==> src/rtl/bcd_pkg.sv <==
// Shared types and constants for the serial packed-BCD add/subtract datapath.
package bcd_pkg;

  typedef logic [3:0] bcd_digit_t;

  localparam bcd_digit_t BCD_MAX = 4'd9;
  localparam bcd_digit_t BCD_ADJ = 4'd6;

  typedef enum logic [1:0] {
    IDLE = 2'd0,
    RUN  = 2'd1,
    DONE = 2'd2
  } bcd_state_t;

  function automatic logic bcd_bad(input bcd_digit_t x);
    return x > BCD_MAX;
  endfunction

endpackage

==> src/rtl/bcd_digit_cell.sv <==
// One decimal digit of add/subtract; subtract uses the nine's complement of b_d.
module bcd_digit_cell
  import bcd_pkg::*;
(
  input  logic [3:0] a_d,
  input  logic [3:0] b_d,
  input  logic       sub,
  input  logic       c_in,
  output logic [3:0] d,
  output logic       c_out,
  output logic       bad
);

  bcd_digit_t bd;
  logic [4:0] t;
  logic [4:0] t_adj;

  always_comb begin
    bd    = sub ? bcd_digit_t'(BCD_MAX - b_d) : b_d;
    t     = {1'b0, a_d} + {1'b0, bd} + {4'd0, c_in};
    t_adj = t + {1'b0, BCD_ADJ};
    if (t > {1'b0, BCD_MAX}) begin
      d     = t_adj[3:0];
      c_out = 1'b1;
    end else begin
      d     = t[3:0];
      c_out = 1'b0;
    end
    bad = bcd_bad(a_d) | bcd_bad(b_d);
  end

endmodule

==> src/rtl/bcd_serial_addsub.sv <==
// Multi-digit packed-BCD adder/subtractor, one digit per clock (LSD first)
// through a single shared digit cell, with valid/ready on both sides.
module bcd_serial_addsub
  import bcd_pkg::*;
#(
  parameter int unsigned DIGITS = 4
) (
  input  logic                  clk,
  input  logic                  rst,
  input  logic                  in_valid,
  output logic                  in_ready,
  input  logic [4*DIGITS-1:0]   a,
  input  logic [4*DIGITS-1:0]   b,
  input  logic                  sub,
  input  logic                  cin,
  output logic                  out_valid,
  input  logic                  out_ready,
  output logic [4*DIGITS-1:0]   sum,
  output logic                  cout,
  output logic                  err
);

  localparam int unsigned W  = 4 * DIGITS;
  localparam int unsigned CW = (DIGITS > 1) ? $clog2(DIGITS) : 1;

  bcd_state_t    state_q, state_d;
  logic [CW-1:0] cnt_q, cnt_d;
  logic [W-1:0]  a_sh_q, a_sh_d;
  logic [W-1:0]  b_sh_q, b_sh_d;
  logic          sub_q, sub_d;
  logic          carry_q, carry_d;
  logic [W-1:0]  sum_q, sum_d;
  logic          cout_q, cout_d;
  logic          err_q, err_d;
  logic          out_valid_q, out_valid_d;
  logic          in_ready_q, in_ready_d;

  logic [3:0]    cell_d;
  logic          cell_c;
  logic          cell_bad;
  logic          any_bad;

  // Operands shift right each RUN cycle, so the active digit is always [3:0].
  bcd_digit_cell u_cell (
    .a_d   (a_sh_q[3:0]),
    .b_d   (b_sh_q[3:0]),
    .sub   (sub_q),
    .c_in  (carry_q),
    .d     (cell_d),
    .c_out (cell_c),
    .bad   (cell_bad)
  );

  always_comb begin
    any_bad = 1'b0;
    for (int unsigned i = 0; i < DIGITS; i++) begin
      any_bad = any_bad | bcd_bad(a[4*i +: 4]) | bcd_bad(b[4*i +: 4]);
    end
  end

  always_comb begin
    state_d     = state_q;
    cnt_d       = cnt_q;
    a_sh_d      = a_sh_q;
    b_sh_d      = b_sh_q;
    sub_d       = sub_q;
    carry_d     = carry_q;
    sum_d       = sum_q;
    cout_d      = cout_q;
    err_d       = err_q;
    out_valid_d = out_valid_q;
    in_ready_d  = in_ready_q;

    case (state_q)
      IDLE: begin
        if (in_valid && in_ready_q) begin
          a_sh_d     = a;
          b_sh_d     = b;
          sub_d      = sub;
          carry_d    = sub ? ~cin : cin;
          err_d      = any_bad;
          cnt_d      = '0;
          in_ready_d = 1'b0;
          state_d    = RUN;
        end
      end
      RUN: begin
        for (int unsigned i = 0; i < DIGITS; i++) begin
          if (cnt_q == CW'(i)) sum_d[4*i +: 4] = cell_d;
        end
        a_sh_d  = a_sh_q >> 4;
        b_sh_d  = b_sh_q >> 4;
        carry_d = cell_c;
        err_d   = err_q | cell_bad;
        if (cnt_q == CW'(DIGITS - 1)) begin
          cout_d      = cell_c;
          out_valid_d = 1'b1;
          cnt_d       = '0;
          state_d     = DONE;
        end else begin
          cnt_d = cnt_q + CW'(1);
        end
      end
      DONE: begin
        if (out_ready) begin
          out_valid_d = 1'b0;
          in_ready_d  = 1'b1;
          state_d     = IDLE;
        end
      end
      default: begin
        out_valid_d = 1'b0;
        in_ready_d  = 1'b1;
        cnt_d       = '0;
        state_d     = IDLE;
      end
    endcase
  end

  always_ff @(posedge clk or posedge rst) begin
    if (rst) begin
      state_q     <= IDLE;
      cnt_q       <= '0;
      a_sh_q      <= '0;
      b_sh_q      <= '0;
      sub_q       <= 1'b0;
      carry_q     <= 1'b0;
      sum_q       <= '0;
      cout_q      <= 1'b0;
      err_q       <= 1'b0;
      out_valid_q <= 1'b0;
      in_ready_q  <= 1'b1;
    end else begin
      state_q     <= state_d;
      cnt_q       <= cnt_d;
      a_sh_q      <= a_sh_d;
      b_sh_q      <= b_sh_d;
      sub_q       <= sub_d;
      carry_q     <= carry_d;
      sum_q       <= sum_d;
      cout_q      <= cout_d;
      err_q       <= err_d;
      out_valid_q <= out_valid_d;
      in_ready_q  <= in_ready_d;
    end
  end

  assign in_ready  = in_ready_q;
  assign out_valid = out_valid_q;
  assign sum       = sum_q;
  assign cout      = cout_q;
  assign err       = err_q;

endmodule

==> config.mk <==
export PLATFORM = sky130hd
export DESIGN_NAME = bcd_serial_addsub
export DESIGN_NICKNAME = d
export VERILOG_FILES = /design/src/rtl/bcd_pkg.sv /design/src/rtl/bcd_digit_cell.sv /design/src/rtl/bcd_serial_addsub.sv
export SDC_FILE = /design/constraint.sdc
export NUM_CORES = 1
export LEC_CHECK = 0
export ABC_CLOCK_PERIOD_IN_PS = 4160
export CAP_MARGIN = 15
export CELL_PAD_IN_SITES_DETAIL_PLACEMENT = 0
export CELL_PAD_IN_SITES_GLOBAL_PLACEMENT = 1
export CORE_ASPECT_RATIO = 1.2
export CORE_MARGIN = 1
export CORE_UTILIZATION = 42
export CTS_CLUSTER_DIAMETER = 100
export DETAILED_ROUTE_END_ITERATION = 16
export PLACE_DENSITY = 0.87
export SKIP_LAST_GASP = 1
export SYNTH_ARGS = -nofsm -noshare
export SYNTH_HDL_FRONTEND = slang
export SYNTH_SLANG_ARGS = --single-unit
export TNS_END_PERCENT = 1
==> constraint.sdc <==
create_clock -name clk -period 4.16 [get_ports clk]
set_clock_uncertainty 0.2 [all_clocks]
set_input_delay 1.04 -clock clk [delete_from_list [all_inputs] [get_ports clk]]
set_output_delay 1.04 -clock clk [all_outputs]
set_load 0.005 [all_outputs]
==> key figures <==
Place
  • Post-DP Area: 3530 um2
  • Port bufs: 57
  • Routability Congestion: 0.744
  • Dpl hpwl: 4410 um

Floorplanning
  • Core ar.: 6530 um2
  • Starting density of the core: 0.440
  • Die W: 77.5 um
  • Top Ports: 58
  • Die height: 92.6 um
  • Die ar.: 7170 um2
  • Std cell rows: 32

Worst setup path
  • Worst Setup EP: sum[2]
  • Critical Path RT: 4.21 ns
  • R2r setup slk: 1.01 ns
  • Worst-path maximum fanout: 5
  • Crit. End Element: flop
  • Worst R2R End: sum[2]
  • Reg2Reg Depth: 11
  • Crit. Startpoint: sub_q
  • Reg-to-reg startpoint: sub_q
  • Data arrival, critical path: 3.20 ns
  • CP startpoint kind: flop
  • Setup CP Type: reg2reg

Logic synthesis
  • Post-synth top area cell: dfrtp_1
  • Most used DFF post-synth: dfrtp_1
  • Post-synthesis sequential area ratio: 0.506
  • Yosys reg bits: 58
  • Synth top area share: 0.497
  • YS warnings: 0
  • Area of the mapped netlist: 2870 um2
  • Syn nets: 345
  • Synthesized instance count: 295
  • Largest cells by area after synthesis: dfrtp_1, o21ai_0, mux2i_1
  • Post-synth EDFFs: 0
  • Syn Area/Cell: 9.73 um2
  • Distinct cells, synth: 35
  • Asr flop ratio synth: 1.00

Pwr
  • Worst vdd ir: 0.341 mV
  • Pwr Density: 765 nW/um2
  • Lkg Pwr: 1.60 nW
  • Overall Power: 2.89 mW

Timing
  • Slew margin rel.: 0.531
  • RSZ-0062 raised after global routing: false
  • Final setup viols: 0
  • Final min period: 3.15 ns
  • Slew @ Worst Pin: 0.701 ns
  • Final Cycle Share: 0.758
  • Final hold slack: 0.267 ns
  • F_max: 0.317 GHz
  • Setup tns final: 0 ns
  • Final Hold Fails: 0
  • Pins over their slew limit: 0

Clocking
  • CTS H-tree lvls: 3
  • Worst-path clk slew: 0.07 ns
  • Post_cts resized: 0
  • Clock Tree Buf Depth: 2
  • Post-CTS Setup Bufs: 0
  • Total CTS buffers: 9
  • TritonCTS clock tree: yes
  • Worst skew pair latency: 0.34 ns
  • Clock Sinks: 58
  • Root Driver: clkbuf_8
  • Hold_buf cts: 0

Detailed routing
  • # DRC: 0
  • Post-DRT Antenna Nets: 0
  • DR pass1 iterations: 4
  • Vias/cell: 5.05
  • Routed via count: 2,244
  • WL final: 6130 um
  • DR iter-0 viols: 66
  • Routed WL per cell: 13.8 um

Global routing
  • GR Util All Layers: 0.193
  • First-pass GRT wire length: 10,400 um
  • Grt ovf: 0
  • Initial antenna violation count: 0
  • Largest net degree at the start of global routing: 38
  • Vias in the first global route: 2,219

Cells and area
  • Most common cell after layout, fill and taps aside: nand2_1
  • Finished Cell Area: 3780 um2
  • Most frequent cells in the layout: nand2_1, o21ai_0, dfrtp_1, clkdlybuf4s50_1, mux2i_1
  • P&R area growth vs syn: 31.7%
  • Layout cell share with drive strength beyond 1: 0.0724
  • Final Util: 0.580
  • Final-stage net count: 404
  • # diodes: 0

Flow run
  • Max cap viols: 0

Hold path
  • HP Class: reg2reg

Run status
  • Outcome: completed
==> flip-flops by register name, indices dropped and copies added, names as in the netlist, 2 cells and up <==
| register | flops |
|---|---|
| a_sh_q | 16 |
| b_sh_q | 16 |
| cnt_q | 2 |
| state_q | 2 |
| sum | 16 |
==> area by class of cell <==
type / count / area, um2
Multi-Input combinational cell: 213 / 1330
Timing Repair Buffer: 61 / 601
Fill cell: 553 / 2740
Clock inverter: 4 / 97.6
Clock buffer: 12 / 155
Tap cell: 85 / 106
Inverter: 11 / 41.3
Sequential cell: 58 / 1450
==> report_power, final <==
group,switching [mW],internal [mW]
clock network,0.230,0.431
registers,0.157,0.795
logic,0.688,0.592
total,1.08,1.82
==> critical path, cell delays in order (launching register included) <==
cell	delay, ns
dfrtp_1	0.42
xnor2_1	0.20
fa_1	0.23
inv_1	0.06
fa_1	0.41
xnor2_1	0.33
ha_1	0.21
inv_1	0.04
o21ai_0	0.24
a41oi_2	0.20
or2_1	0.30
a41oi_1	0.23
==> how the worst min path moves through the flow <==
| stage | startpoint | endpoint | slack (ns) | cells after the start |
|---|---|---|---|---|
| after global routing | sum[15] | sum[15] | 0.31 | 2 |
| after CTS | b_sh_q[11] | b_sh_q[7] | 0.27 | 2 |
| after detailed placement | b_sh_q[6] | b_sh_q[2] | 0.26 | 2 |
| after floorplan | a_sh_q[4] | a_sh_q[0] | 0.25 | 2 |
| after global placement | b_sh_q[8] | b_sh_q[4] | 0.26 | 2 |
| final | b_sh_q[11] | b_sh_q[7] | 0.27 | 2 |
==> per-layer routing <==
layer / GRT usage / vias to the layer above / part of all wire
met1: 0.243 / 1047 / 0.46
met4: 0.0786 / 0 / 0.019
met5: 0 / - / 0
li1: - / 1135 / -
met2: 0.304 / 53 / 0.49
met3: 0.0621 / 9 / 0.039
==> logic make-up after synthesis <==
| group | after synthesis | share of synthesized area |
|---|---|---|
| AOI/OAI and AO/OA | 84 | 0.166 |
| adders and majority gates | 12 | 0.0575 |
| DFF | 58 | 0.506 |
| xor gates and xnor gates | 5 | 0.0152 |
| and+or+nand+nor | 85 | 0.125 |
| buffers and inverters | 24 | 0.0357 |
| muxes | 27 | 0.0946 |
==> per-stage QoR <==
step | worst slack (ns) | instances
6_report | 1.01 | 444
5_1_grt | 0.779 | 444
4_1_cts | 0.976 | 444
3_5_place_dp | 1.04 | 428
3_3_place_gp | 1.13 | 428
2_1_floorplan | 1.31 | 295
==> Yosys cell counts (3+ instances only) <==
library cell / n
nand2_1: 67
o21ai_1: 5
xnor2_1: 4
dfrtp_1: 57
nor2_1: 6
a21oi_1: 5
o21ai_0: 57
a21o_1: 3
mux2i_1: 26
ha_1: 10
a41oi_1: 4
buf_2: 4
inv_1: 11
clkbuf_1: 7
nor2b_1: 3
Power figures use the tool's default switching activity.
